`src/rtl/fetch_unit_if.sv`:
```
// rtl/fetch_unit_if.sv - instruction memory req/gnt + rvalid bus between fetch stage and imem
interface fetch_unit_if;
    logic        req;
    logic [31:0] addr;
    logic        gnt;
    logic        rvalid;
    logic [31:0] rdata;

    modport master (output req, addr, input gnt, rvalid, rdata);
    modport slave  (input req, addr, output gnt, rvalid, rdata);
endinterface

```
`src/rtl/fetch_unit.sv`:
```
// rtl/fetch_unit.sv - instruction fetch stage: fetch PC, imem requests, slot queue, redirect flush
module fetch_unit #(
    parameter logic [31:0] RESET_PC  = 32'h0000_0000,
    parameter int          DEPTH     = 2,
    parameter logic [31:0] NOP_INSTR = 32'h0000_0013
) (
    input  logic         clk,
    input  logic         rst,
    input  logic         stall_f,
    input  logic         br_taken,
    input  logic [31:0]  br_target,
    fetch_unit_if.master imem,
    output logic [31:0]  instruction_f,
    output logic [31:0]  pc_f,
    output logic         valid_f
);
    localparam int PW = $clog2(DEPTH);
    localparam int CW = $clog2(DEPTH + 1);
    localparam int SW = CW + 1;
    localparam logic [SW-1:0] DEPTH_S = SW'(DEPTH);

    logic [31:0]      fetch_pc;
    logic [31:0]      slot_pc    [DEPTH];
    logic [31:0]      slot_instr [DEPTH];
    logic [DEPTH-1:0] slot_filled;
    logic [PW-1:0]    alloc_ptr;
    logic [PW-1:0]    fill_ptr;
    logic [PW-1:0]    read_ptr;
    logic [CW-1:0]    alloc_cnt;
    logic [CW-1:0]    unfilled_cnt;
    logic [CW-1:0]    discard_cnt;

    logic             grant;
    logic             fill;
    logic             drop;
    logic             pop;
    logic [SW-1:0]    occupancy;
    logic [SW-1:0]    redirect_discard;

    // Wrong-path responses still owed by memory keep consuming capacity until they drain.
    assign occupancy = SW'(alloc_cnt) + SW'(discard_cnt);
    assign imem.req  = rst && (occupancy < DEPTH_S) && !br_taken;
    assign imem.addr = fetch_pc;

    assign grant = imem.req && imem.gnt;
    assign drop  = imem.rvalid && (discard_cnt != '0);
    assign fill  = imem.rvalid && (discard_cnt == '0) && (unfilled_cnt != '0);

    assign valid_f       = (alloc_cnt != '0) && slot_filled[read_ptr] && !br_taken;
    assign instruction_f = valid_f ? slot_instr[read_ptr] : NOP_INSTR;
    assign pc_f          = valid_f ? slot_pc[read_ptr] : 32'h0;
    assign pop           = valid_f && !stall_f;

    // Every request not yet answered at the redirect edge becomes a response to throw away.
    assign redirect_discard = SW'(unfilled_cnt) + SW'(discard_cnt) - SW'(drop || fill);

    always_ff @(posedge clk or negedge rst) begin
        if (!rst) begin
            fetch_pc     <= RESET_PC;
            alloc_ptr    <= '0;
            fill_ptr     <= '0;
            read_ptr     <= '0;
            alloc_cnt    <= '0;
            unfilled_cnt <= '0;
            discard_cnt  <= '0;
            slot_filled  <= '0;
        end else if (br_taken) begin
            fetch_pc     <= {br_target[31:2], 2'b00};
            alloc_ptr    <= '0;
            fill_ptr     <= '0;
            read_ptr     <= '0;
            alloc_cnt    <= '0;
            unfilled_cnt <= '0;
            discard_cnt  <= redirect_discard[CW-1:0];
            slot_filled  <= '0;
        end else begin
            if (grant) begin
                fetch_pc  <= fetch_pc + 32'd4;
                alloc_ptr <= alloc_ptr + PW'(1);
            end
            if (fill) begin
                slot_filled[fill_ptr] <= 1'b1;
                fill_ptr              <= fill_ptr + PW'(1);
            end
            if (drop) begin
                discard_cnt <= discard_cnt - CW'(1);
            end
            if (pop) begin
                slot_filled[read_ptr] <= 1'b0;
                read_ptr              <= read_ptr + PW'(1);
            end
            alloc_cnt    <= alloc_cnt + CW'(grant) - CW'(pop);
            unfilled_cnt <= unfilled_cnt + CW'(grant) - CW'(fill);
        end
    end

    always_ff @(posedge clk) begin
        if (grant) begin
            slot_pc[alloc_ptr] <= fetch_pc;
        end
        if (fill) begin
            slot_instr[fill_ptr] <= imem.rdata;
        end
    end
endmodule
```
`src/flat_wrapper.sv`:
```
// flat-port wrapper written by rule: the top's interface ports become plain ports
module fetch_unit_flat 
#(
    parameter logic [31:0] RESET_PC  = 32'h0000_0000,
    parameter int          DEPTH     = 2,
    parameter logic [31:0] NOP_INSTR = 32'h0000_0013
)
  (clk, rst, stall_f, br_taken, br_target, instruction_f, pc_f, valid_f, imem_req, imem_addr, imem_gnt, imem_rvalid, imem_rdata);
  fetch_unit_if imem_i ();
  input  logic clk;
  input  logic rst;
  input  logic stall_f;
  input  logic br_taken;
  input  logic [31:0] br_target;
  output logic [31:0] instruction_f;
  output logic [31:0] pc_f;
  output logic valid_f;
  output wire logic [$bits(imem_i.req)-1:0] imem_req;
  output wire logic [$bits(imem_i.addr)-1:0] imem_addr;
  input wire logic [$bits(imem_i.gnt)-1:0] imem_gnt;
  input wire logic [$bits(imem_i.rvalid)-1:0] imem_rvalid;
  input wire logic [$bits(imem_i.rdata)-1:0] imem_rdata;
  assign imem_req = imem_i.req;
  assign imem_addr = imem_i.addr;
  assign imem_i.gnt = imem_gnt;
  assign imem_i.rvalid = imem_rvalid;
  assign imem_i.rdata = imem_rdata;
  fetch_unit #(.RESET_PC(RESET_PC), .DEPTH(DEPTH), .NOP_INSTR(NOP_INSTR)) u_core (.clk(clk), .rst(rst), .stall_f(stall_f), .br_taken(br_taken), .br_target(br_target), .imem(imem_i), .instruction_f(instruction_f), .pc_f(pc_f), .valid_f(valid_f));
endmodule
```
`config.mk`:
```
export PLATFORM = sky130hd
export DESIGN_NAME = fetch_unit_flat
export DESIGN_NICKNAME = d
export VERILOG_FILES = /design/src/rtl/fetch_unit_if.sv /design/src/rtl/fetch_unit.sv /design/src/flat_wrapper.sv
export SDC_FILE = /design/constraint.sdc
export NUM_CORES = 1
export LEC_CHECK = 0
export CELL_PAD_IN_SITES_DETAIL_PLACEMENT = 0
export CELL_PAD_IN_SITES_GLOBAL_PLACEMENT = 1
export CORE_MARGIN = 2
export CORE_UTILIZATION = 25
export DETAILED_ROUTE_END_ITERATION = 12
export PLACE_DENSITY_LB_ADDON = 0.1
export SLEW_MARGIN = 0
export SYNTH_ARGS = -nofsm -noshare
export SYNTH_HDL_FRONTEND = slang
export SYNTH_SLANG_ARGS = --single-unit
```
`constraint.sdc`:
```
create_clock -name clk -period 5.5 [get_ports clk]
set_clock_uncertainty 0.15 [all_clocks]
set_input_delay 1.1 -clock clk [delete_from_list [all_inputs] [get_ports clk]]
set_output_delay 1.1 -clock clk [all_outputs]
set_load 0.01 [all_outputs]
```
==> reports/qor.yml <==
worst_pin_slew_ps: 1070
yosys_warnings: 0
cts_root_buf: "clkbuf_16"
via_count: 4940
cts_resized: 0
hold_viol: 0
synthAdderAreaFrac_pct: 1.68
status: "complete, no violations"
seq_area_frac_synth_pct: 66.2
io_buffers: 161
timing.final.crit_share_pct: 80.8
synth_area_leader_cell: "edfxtp_1"
die-area_um2: 30000
syn_area_um2: 7170
first_pass_iters: 4
clock_sinks: 165
start_kind: "flop"
grt_overflow_total: 0
place_area_um2: 9190
clk_pin_slew_ps: 60
min_period_ps: 4450
start_util_pct: 25.6
async_flop_share_pct: 24.8
rsz0062_at_grt: "false"
crit-reg2reg-launch: "u_core.discard_cnt[0]"
cp_max_fo: 48
hp-class: "flop to flop"
netlist_instances: 558
maxCapViolCount: 0
finalSetupViolCount: 0
critPathRequiredTime_ps: 4250
finalNetCount: 793
wl_per_cell_um: 17.1
area_growth_pct: 36.5
grt_pass1_wl_mm: 29.4
synth-edff-count: 124
drv_slew: 0
ant_nets: 0
powerDensity_nw_per_um2: 309
finalSetupTns_ps: 0
core_area_um2: 28000
max_slew_margin_pct: 28.2
drc: 0
holdCritStartpoint: "u_core.imem.addr[31]"
post_cts_buffers: 0
drive_above_1_share_pct: 6.06
grt_pass1_vias: 5033
syn-mean-instance-area_um2: 12.8
setup_slack_ps: 1050
track_usage_pct: 12.7
yosys.area_share.xor_xnor_pct: 2.08
synth_top_family_by_area: "simple AND/OR/NAND/NOR gates"
synthSimpleGateAreaFrac_pct: 13.3
antenna_found_initial: 0
fmax_mhz: 225
place_ws_ps: 1010
crit_start: "u_core.read_ptr"
cp-end-kind: "output port"
path_class: "flop to output port"
total_leakage_power_nw: 3.24
rows: 61
hpwl_mm: 12.8
stdcell_area_um2: 9790
gp_congestion: 0.733
antenna_cells: 0
insertion_delay_ps: 420
synth_cell_types: 46
critPathArrivalTime_ps: 3200
initialDrtViolationCount: 277
cts_buffers: 17
grt_max_degree: 59
die-width_um: 173
cts_tree: "built"
peakVddDrop_v: 0.000173
synth_mux_area_share_pct: 8.94
ios: 168
ys_ff_latch: 165
synth_area_leaders: "edfxtp_1 (52%), dfrtp_1 (14%), mux2i_1 (8.9%)"
die_height_um: 173
wl_mm: 18.8
synth_most_common_cell: "edfxtp_1"
synth_ff_type: "edfxtp_1"
cts_buffer_depth: 2
synth_common_cells: "edfxtp_1 (124), nor2_1 (89), mux2i_1 (64)"
finalCoreUtilization_pct: 34.9
synth_compound_area_share_pct: 4.90
yosysTopAreaCellShare_pct: 51.9
cts_htree_levels: 4
holdBufCountCts: 0
viasPerCell: 4.47
final timing paths:
path                       slack, ps  cells after the start               endpoint
max                             1050                      5      instruction_f[14]
min                              390                      0  u_core.slot_pc[0][31]
max reg2reg                     2060                      7   u_core.imem.addr[30]
min reg2reg                      390                      0  u_core.slot_pc[0][31]
max in group asynchronous       3990                      2   u_core.imem.addr[30]
min in group asynchronous        450                      1        u_core.fill_ptr
routing by layer:
metal	global-route usage, %	wire length [µm]	vias to the layer above
li1	-	-	2358
met5	0	0	-
met1	16.9	8760	2415
met4	3.14	185	0
met2	20.8	8990	155
met3	3.05	906	12
critical path, stage by stage, from the launching register on:
cell             delay (ps)
dfrtp_4                 640
mux2i_1                 180
or3_2                   900
buf_4                   360
nor2_1                  120
clkdlybuf4s50_1         540
per-stage QoR:
step                      total power, W  hold WS, ps  cells
final                            0.00303          393   1104
after global routing             0.00317          433   1104
after CTS                        0.00307          399   1104
after detailed placement         0.00183          382   1073
after global placement           0.00182          378   1073
after floorplan                  0.00166          368    561
flip-flops by register name (all words and copies together) (netlist names):
| register | cells |
|---|---|
| u_core.fill_ptr | 1 |
| u_core.unfilled_cnt | 2 |
| u_core.read_ptr | 1 |
| u_core.alloc_cnt | 2 |
| u_core.imem.addr | 30 |
| u_core.slot_instr | 64 |
| u_core.slot_pc | 60 |
| u_core.discard_cnt | 2 |
| u_core.alloc_ptr | 1 |
| u_core.slot_filled | 2 |
cells in the final DEF (no fill, tap or decap), types with 4 or more instances in the layout:
cell / Yosys / layout
dfrtp_1: 41 / 40
and3_1: 4 / 4
o21ai_0: 18 / 18
clkbuf_16: 0 / 17
conb_1: 1 / 4
xnor2_1: 15 / 15
edfxtp_1: 124 / 124
nand3b_1: 4 / 4
or4_1: 13 / 13
nand4_1: 5 / 5
inv_1: 15 / 15
a31oi_1: 10 / 10
nor2_1: 89 / 87
o211ai_1: 5 / 5
mux2i_1: 64 / 64
nand2_1: 34 / 34
ha_1: 8 / 8
clkdlybuf4s50_1: 0 / 159
nor4_1: 6 / 6
nand3_1: 13 / 13
buf_4: 4 / 7
o31ai_1: 5 / 5
nor3_1: 7 / 6
or3_1: 7 / 6
nor2b_1: 5 / 5
kinds of logic (layout without fill, tap and decap cells):
family                     Yosys count  after routing
and+or+nand+nor                    199            199
muxes                               64             64
adders and majority gates            9              9
other                                1              4
DFF                                165            165
buffers and inverters               49            214
AOI/OAI and AO/OA                   54             54
xor gates and xnor gates            17             17
report_power, final:
part	switching, W	internal, W
Combinational	0.000152	0.000165
Sequential	0.0000678	0.00141
Clock	0.000514	0.000719
Total	0.000734	0.00229
final cells by class:
type / count / area [µm²]
clock buffers: 17 / 425
clock inverters: 14 / 176
fillers: 2792 / 18200
inverters: 15 / 56.3
multi-input cells: 347 / 2250
flip-flops and latches: 165 / 4750
well taps: 378 / 473
repair buffers: 168 / 1650
No activity file was read; power rests on OpenSTA's default activity.
